==> config.mk <==
export PLATFORM = sky130hd
export DESIGN_NAME = intcode_mem_arbiter
export DESIGN_NICKNAME = d
export VERILOG_FILES = /design/src/rtl/intcode_mem_arbiter.sv
export SDC_FILE = /design/constraint.sdc
export NUM_CORES = 1
export LEC_CHECK = 0
export ABC_AREA = 0
export CAP_MARGIN = 20
export CELL_PAD_IN_SITES_DETAIL_PLACEMENT = 1
export CELL_PAD_IN_SITES_GLOBAL_PLACEMENT = 1
export CORE_MARGIN = 4
export CORE_UTILIZATION = 30
export DETAILED_ROUTE_END_ITERATION = 12
export DONT_BUFFER_PORTS = 1
export PLACE_DENSITY_LB_ADDON = 0.1
export SLEW_MARGIN = 20
export SYNTH_ARGS = -nofsm -noshare
export SYNTH_HDL_FRONTEND = slang
export SYNTH_SLANG_ARGS = --single-unit
==> constraint.sdc <==
create_clock -name clock -period 5.47 [get_ports clock]
set_input_delay 1.094 -clock clock [delete_from_list [all_inputs] [get_ports clock]]
set_output_delay 1.094 -clock clock [all_outputs]
set_load 0.01 [all_outputs]
==> src/rtl/intcode_mem_arbiter.sv <==
// intcode_mem_arbiter: shares one single-port 32-bit RAM between m0 (CPU) and m1 (loader/debug), round-robin.
// Latency: req sampled in IDLE -> ack 3 cycles later (write/error) or 3+READ_LATENCY (read).
// Backpressure: masters hold req until ack; the losing master simply waits in IDLE arbitration.
// Ports: clock, reset (async active-low); m0_*/m1_* request/we/addr/wdata in, ack/err/rdata out
//   (ack/err one-cycle pulse, rdata valid only with ack); mem_* RAM address/strobes/data.
// Optional: `define ARB_LOCK_EN adds m0_lock/m1_lock so a master can keep the RAM across transactions.
module intcode_mem_arbiter #(
  parameter int unsigned RAM_WORDS    = 2048,
  parameter int unsigned READ_LATENCY = 1
) (
  input  logic        clock,
  input  logic        reset,
  input  logic        m0_req,
  input  logic        m0_we,
  input  logic [31:0] m0_addr,
  input  logic [31:0] m0_wdata,
  output logic [31:0] m0_rdata,
  output logic        m0_ack,
  output logic        m0_err,
  input  logic        m1_req,
  input  logic        m1_we,
  input  logic [31:0] m1_addr,
  input  logic [31:0] m1_wdata,
  output logic [31:0] m1_rdata,
  output logic        m1_ack,
  output logic        m1_err,
  output logic [31:0] mem_address,
  output logic        mem_we,
  output logic        mem_oe,
  output logic [31:0] mem_wdata,
  input  logic [31:0] mem_rdata
`ifdef ARB_LOCK_EN
  ,
  input  logic        m0_lock,
  input  logic        m1_lock
`endif
);

  typedef enum logic [1:0] {IDLE, ACCESS, RWAIT, ACK} state_t;

  state_t      state;
  logic        last_grant;
  logic        cur_grant;
  logic        lat_we;
  logic        lat_err;
  logic [2:0]  wait_cnt;
  logic [31:0] rd_buf;

  logic        ack_out;
  logic        gnt_vld;
  logic        gnt_id;
  logic        sel_we;
  logic [31:0] sel_addr;
  logic [31:0] sel_wdata;
  logic        addr_ok;

`ifdef ARB_LOCK_EN
  logic        reserved;
  logic        res_id;
`endif

  // The ack pulse is registered out of the ACK state, so it lands in a cycle
  // where the FSM is already back in IDLE. That cycle never grants: a master
  // may still be holding req while it sees its own ack.
  assign ack_out   = m0_ack | m1_ack;
  assign sel_we    = gnt_id ? m1_we    : m0_we;
  assign sel_addr  = gnt_id ? m1_addr  : m0_addr;
  assign sel_wdata = gnt_id ? m1_wdata : m0_wdata;
  assign addr_ok   = sel_addr < RAM_WORDS;

  always_comb begin
    gnt_vld = m0_req | m1_req;
    gnt_id  = 1'b0;
    if (m0_req && m1_req) gnt_id = ~last_grant;
    else if (m1_req)      gnt_id = 1'b1;
`ifdef ARB_LOCK_EN
    // A reserved master is the only candidate; the other one waits.
    if (reserved) begin
      gnt_id  = res_id;
      gnt_vld = res_id ? m1_req : m0_req;
    end
`endif
  end

  always_ff @(posedge clock or negedge reset) begin
    if (!reset) begin
      state       <= IDLE;
      last_grant  <= 1'b1;
      cur_grant   <= 1'b0;
      lat_we      <= 1'b0;
      lat_err     <= 1'b0;
      wait_cnt    <= '0;
      rd_buf      <= '0;
      m0_rdata    <= '0;
      m0_ack      <= 1'b0;
      m0_err      <= 1'b0;
      m1_rdata    <= '0;
      m1_ack      <= 1'b0;
      m1_err      <= 1'b0;
      mem_address <= '0;
      mem_we      <= 1'b0;
      mem_oe      <= 1'b0;
      mem_wdata   <= '0;
`ifdef ARB_LOCK_EN
      reserved    <= 1'b0;
      res_id      <= 1'b0;
`endif
    end else begin
      m0_ack   <= 1'b0;
      m0_err   <= 1'b0;
      m0_rdata <= '0;
      m1_ack   <= 1'b0;
      m1_err   <= 1'b0;
      m1_rdata <= '0;
      case (state)
        IDLE: begin
`ifdef ARB_LOCK_EN
          // Lock is sampled in the ack cycle of the granted master.
          if (ack_out) begin
            reserved <= cur_grant ? m1_lock : m0_lock;
            res_id   <= cur_grant;
          end
`endif
          if (gnt_vld && !ack_out) begin
            cur_grant  <= gnt_id;
            last_grant <= gnt_id;
            lat_we     <= sel_we;
            lat_err    <= ~addr_ok;
            state      <= ACCESS;
            // RAM strobes are launched on the grant edge so they are
            // visible exactly during the ACCESS cycle; bad addresses never reach the RAM.
            if (addr_ok) begin
              mem_address <= sel_addr;
              mem_we      <= sel_we;
              mem_oe      <= ~sel_we;
              mem_wdata   <= sel_we ? sel_wdata : 32'd0;
            end
          end
        end
        ACCESS: begin
          mem_we    <= 1'b0;
          mem_wdata <= '0;
          if (!lat_err && !lat_we) begin
            wait_cnt <= 3'(READ_LATENCY);
            state    <= RWAIT;
          end else begin
            mem_address <= '0;
            state       <= ACK;
          end
        end
        RWAIT: begin
          if (wait_cnt == 3'd1) begin
            rd_buf      <= mem_rdata;
            mem_oe      <= 1'b0;
            mem_address <= '0;
            state       <= ACK;
          end else begin
            wait_cnt <= wait_cnt - 3'd1;
          end
        end
        ACK: begin
          state <= IDLE;
          if (cur_grant) begin
            m1_ack   <= 1'b1;
            m1_err   <= lat_err;
            m1_rdata <= (!lat_err && !lat_we) ? rd_buf : 32'd0;
          end else begin
            m0_ack   <= 1'b1;
            m0_err   <= lat_err;
            m0_rdata <= (!lat_err && !lat_we) ? rd_buf : 32'd0;
          end
        end
        default: state <= IDLE;
      endcase
    end
  end

endmodule

# Word level (Yosys, flattened, before mapping)
# Cells that the tools add are included.
[op_classes]
n_bitwise = 5
n_lt_le_gt_ge = 1
eq_ne = 10
n_addsub = 1
n_mux = 41
n_reduce_logical = 18
[ops]
columns = ["cell", "count"]
rows = [
  ["32-bit 2-to-1 mux", 14],
  ["32-bit one-hot mux with 3 select lines", 1],
  ["32-bit one-hot mux with 2 select lines", 1],
  ["32-bit by 12-bit < comparator with 1-bit output (second input constant)", 1],
  ["1-bit 2-to-1 mux", 17],
  ["2-bit != test (second input constant)", 6],
  ["2-bit one-hot mux with 4 select lines", 1],
  ["3-bit 2-to-1 mux", 2],
  ["3-bit one-hot mux with 2 select lines", 1],
  ["2-bit AND reduction", 3],
  ["3-bit AND reduction", 2],
  ["2-bit nonzero test", 3],
  ["5-bit AND reduction", 1],
  ["2-bit == test (second input constant)", 2],
  ["2-bit 2-to-1 mux", 2],
  ["1-bit one-hot mux with 2 select lines", 2],
  ["4-bit AND reduction", 1],
  ["3-bit by 1-bit == test with 1-bit output (second input constant)", 1],
  ["1-bit logical AND", 3],
  ["1-bit logical NOT", 3],
  ["1-bit inverter", 3],
  ["3-bit nonzero test", 1],
  ["3-bit by 1-bit subtractor with 3-bit output (second input constant)", 1],
  ["2-bit by 1-bit == test with 1-bit output (second input constant)", 1],
  ["other kinds (2)", 3],
]
[totals]
inputBits = 166
regBits = 175

# Longest topological paths before layout
[depth]
ltp_word = 7
ltp_mapped = 10

# Worst setup path before layout
# OpenSTA, ideal clock, no wires.
[synth_timing]
path_kind = "in2reg"
startpoint = "input port m0_addr[22]"
endpoint = "register mem_address[13]"
path_buffers = 1
setup_time_ps = 125
cell_stages = 6
path_slack_ps = 2917
t_arrival_ps = 2429
path_cell_list = "nor4_1 -> and4_4 -> o22ai_2 -> a21oi_4 -> buf_6 -> mux2_2"
[synth_between]
elab_chain_cells = 4
[synth_rtl]
columns = ["item", "line_no", "rtl"]
rows = [
  ["start, declared", "15", "input logic [31:0] m0_addr,"],
  ["32-bit 2-to-1 mux", "67", "assign sel_addr = gnt_id ? m1_addr : m0_addr;"],
  ["32-bit by 12-bit < comparator with 1-bit output", "69", "assign addr_ok = sel_addr < RAM_WORDS;"],
  ["2-bit != test (no source line)", "n/a", ""],
  ["5-bit AND reduction (no source line)", "n/a", ""],
  ["end signal, assigned", "133", "mem_address <= sel_addr;"],
  ["end, declared", "27", "output logic [31:0] mem_address,"],
]
# Every way passes these cells.
# A chain may end at the register's enable or synchronous reset.

# Worst setup path after layout
[layout_timing]
startpoint = "input port m0_req"
endpoint = "register mem_address[8]"
[layout_between]
elab_chain_cells = 6
[layout_rtl]
columns = ["item", "line_no", "rtl"]
rows = [
  ["start, declared", "13", "input logic m0_req,"],
  ["1-bit logical AND", "74", "if (m0_req && m1_req) gnt_id = ~last_grant;"],
  ["1-bit 2-to-1 mux", "74", ""],
  ["32-bit 2-to-1 mux", "67", ""],
  ["32-bit by 12-bit < comparator with 1-bit output / 32-bit 2-to-1 mux (equally long branches)", "69, 132", ""],
  ["2-bit != test (no source line) / 32-bit 2-to-1 mux (equally long branches)", "n/a", ""],
  ["5-bit AND reduction (no source line) / 32-bit one-hot mux with 3 select lines (equally long branches)", "n/a", ""],
]
# Parallel ways exist; a longest one is shown, timed or not. The select of a mux whose other input is x is not followed.

==> impl_metrics.env <==
export IMPL_status="finished clean"
export IMPL_synth_distinct_cells=41
export IMPL_fin_cells=939
export IMPL_required_ns=5.76
export IMPL_final_hold_viol_count=0
export IMPL_busiest_layer="met2"
export IMPL_die_y_um=165
export IMPL_synth_main_ff_cell="dfrtp_1"
export IMPL_switching_share=0.338
export IMPL_switchingPower_mw=1.42
export IMPL_p_int_mw=2.79
export IMPL_period_minus_slack_ns=3.18
export IMPL_cts_root_buf="clkbuf_16"
export IMPL_wl_mm=21.3
export IMPL_rows=57
export IMPL_crit_arrival_ns=3.47
export IMPL_cts_inserted_buffers=17
export IMPL_syn_area_per_cell_um2=11.9
export IMPL_grt_max_degree=176
export IMPL_tightest_slew_ns=1.07
export IMPL_postCtsSetupBuffers=0
export IMPL_insertion_delay_ns=0.43
export IMPL_syn_nets=797
export IMPL_cts_resized=0
export IMPL_htree_num_levels=4
export IMPL_gp_congestion=0.724
export IMPL_viasPerCell=5.11
export IMPL_fin_skew_ns=0.0226
export IMPL_yosys_warnings=0
export IMPL_fin_util=0.341
export IMPL_die_area_um2=27200
export IMPL_final_layout_size_suffix_gt1_frac=0.174
export IMPL_clkTransAtPathRegs_ns=0.07
export IMPL_critPathLaunchType="input pin"
export IMPL_vdd_drop_max_mv=0.219
export IMPL_synth_seq_cells=175
export IMPL_drc_errors=0
export IMPL_pwr_share_seq=0.423
export IMPL_dpl_cell_count=908
export IMPL_final_fill_count=2626
export IMPL_crit_path_top_delay_cell="a21oi_4"
export IMPL_gr_total_overflow=0
export IMPL_maxCapViolCount=0
export IMPL_drtPass1Iterations=4
export IMPL_port_buffers=0
export IMPL_final_period_utilization=0.581
export IMPL_syn_cell_area_um2=7400
export IMPL_wire_per_inst_um=22.7
export IMPL_endpoint_kind="flop"
export IMPL_drt_antenna_violating_nets=0
export IMPL_synthToLayoutAreaGrowth_pct=12.1
export IMPL_worstPathCellList="a21boi_2 -> and4_1 -> o22ai_2 -> a21oi_4 -> mux2_2"
export IMPL_rsz0062_at_grt="false"
export IMPL_track_usage=0.151
export IMPL_worstPathMaxFanout=32
export IMPL_vias=4799
export IMPL_critPathKind="in -> reg"
export IMPL_use_met2=0.258
export IMPL_cts_num_sinks=175
export IMPL_fmax_mhz=315
export IMPL_setup_viol=0
export IMPL_pwr_share_clk=0.287
export IMPL_multi_input_area_um2=2810
export IMPL_p_per_area_nw_per_um2=508
export IMPL_cpLargestDelayFamily="compound AO/OA/AOI/OAI gates"
export IMPL_cts_tree="built"
export IMPL_fin_nets=777
export IMPL_io_pins=300
export IMPL_grt_first_pass_wirelength_mm=31.4
export IMPL_gr_usage_met1=0.169
export IMPL_cpPeakStageDelay_ns=0.86
export IMPL_synthCells=624
export IMPL_diodes=0
export IMPL_synth_edf_count=0
export IMPL_coreArea_um2=24300
export IMPL_dieWidth_um=165
export IMPL_postCtsHoldBufs=0
export IMPL_regArea_um2=4380
export IMPL_synthArstFlopShare=1.00
export IMPL_drt_iter0_markers=193
export IMPL_antenna_found_initial=0
export IMPL_finalSetupTns_ns=0
export IMPL_total_power_mw=4.21
export IMPL_first_global_vias=5297
export IMPL_clock_path_buffers=2
export IMPL_dp_hpwl_mm=14.6
export IMPL_synth_yosys_seq_area_share=0.592
export IMPL_pwr_share_comb=0.289
export IMPL_leakagePower_nw=4.06
export IMPL_path_buf_inv=0
export IMPL_hp_class="in -> async"
export IMPL_grt_use_met3=0.0700
export IMPL_initial_core_util=0.304
export IMPL_drv_slew=0
export IMPL_max_slew_margin_rel=0.282
[synth_stat cells, types with 2 or more instances]
| library cell | count | area, µm² |
|---|---|---|
| a22o_1 | 2 | 17.5 |
| mux2_1 | 6 | 67.6 |
| buf_2 | 12 | 60.1 |
| mux2i_1 | 35 | 350 |
| mux2_2 | 57 | 642 |
| and4_1 | 3 | 26.3 |
| clkbuf_1 | 24 | 90.1 |
| nor2_1 | 7 | 26.3 |
| a21oi_1 | 31 | 155 |
| and2_1 | 2 | 12.5 |
| buf_6 | 3 | 33.8 |
| nand3_1 | 37 | 185 |
| o31ai_1 | 33 | 248 |
| o211ai_1 | 2 | 15.0 |
| nor3_1 | 3 | 15.0 |
| o21ai_0 | 10 | 50.1 |
| inv_1 | 8 | 30.0 |
| ha_1 | 7 | 87.6 |
| nand2_1 | 68 | 255 |
| buf_1 | 7 | 26.3 |
| dfrtp_1 | 174 | 4350 |
| and3_1 | 65 | 407 |
| nor4_1 | 8 | 50.1 |
| o22ai_1 | 3 | 18.8 |
[cells in the final DEF, fill, tap and decap left out, drive strengths merged]
cell and n:
nand2b 1, o21ai 11, a21boi 1, mux2i 35, or3 1, and2 2, a21oi 32, a22o 2
o31ai 33, inv 11, nor2b 1, nand3 37, a22oi 1, clkinv 6, clkbuf 19, and4 4
or2 1, mux2 63, nand2 68, nand4b 1, dfrtp 174, a21bo 1, nor3 3, dfstp 1
nor4 9, o211ai 2, bufinv 2, and3 65, ha 7, nor2 7, o221ai 1, buf 8
o22ai 4, o21a 1
[area by class of cell]
class / instances / area share
clock buffer: 19 / 0.0534
clock inverter: 11 / 0.0161
inverter: 8 / 0.00362
multi-input combinational: 394 / 0.338
sequential: 175 / 0.528
tap: 324 / 0.0489
timing repair buffer: 8 / 0.0112
[path summary, 6_finish.rpt]
kind / startpoint / endpoint / slack, ns / cells past startpoint
max in group asynchronous: reset / mem_address[9] / 4.53 / 0
worst min-delay path: reset / mem_address[26] / 0.37 / 0
worst min register to register: wait_cnt[1] / wait_cnt[1] / 0.51 / 1
worst max register to register: last_grant / mem_wdata[2] / 2.57 / 5
min in group clock: wait_cnt[1] / wait_cnt[1] / 0.51 / 1
worst max-delay path: m0_req / mem_address[8] / 2.29 / 5
[stage by stage]
step	worst slack [ns]	cell area, µm²	hold WS, ns
2_1_floorplan	2.92	7400	0.466
3_3_place_gp	1.87	7660	0.486
3_5_place_dp	1.83	7680	0.493
4_1_cts	2.27	8260	0.338
5_1_grt	2.09	8290	0.332
6_report	2.29	8290	0.368
[power by group through the flow]
stage               Combinational (mW)  Clock [mW]  Sequential [mW]
floorplan                         1.02           0             1.74
global placement                  1.20           0             1.80
detailed placement                1.25           0             1.82
CTS                               1.25        1.26             1.79
global route                      1.36        1.32             1.82
finish                            1.22        1.21             1.78
[routing by layer]
| layer | part of all wire | wire length, µm |
|---|---|---|
| met5 | 0 | 0 |
| met4 | 0.0083 | 178 |
| met2 | 0.51 | 10800 |
| met1 | 0.37 | 7900 |
| met3 | 0.12 | 2480 |
[state kept, by name, indices dropped and copies added (netlist names)]
name         cells
state            2
mem_oe           1
m1_err           1
mem_wdata       32
mem_address     32
lat_we           1
lat_err          1
wait_cnt         3
rd_buf          32
m0_ack           1
m0_err           1
m0_rdata        32
cur_grant        1
last_grant       1
mem_we           1
m1_ack           1
m1_rdata        32
[cell families (layout without fill, tap and decap cells)]
logic type,Yosys count,in the layout,synth area share
and+or+nand+nor,200,200,0.140
DFF,175,175,0.592
muxes,98,98,0.143
AOI/OAI and AO/OA,89,89,0.0796
buffers and inverters,55,46,0.0335
adders and majority gates,7,7,0.0118
No activity file was read; power rests on OpenSTA's default activity.
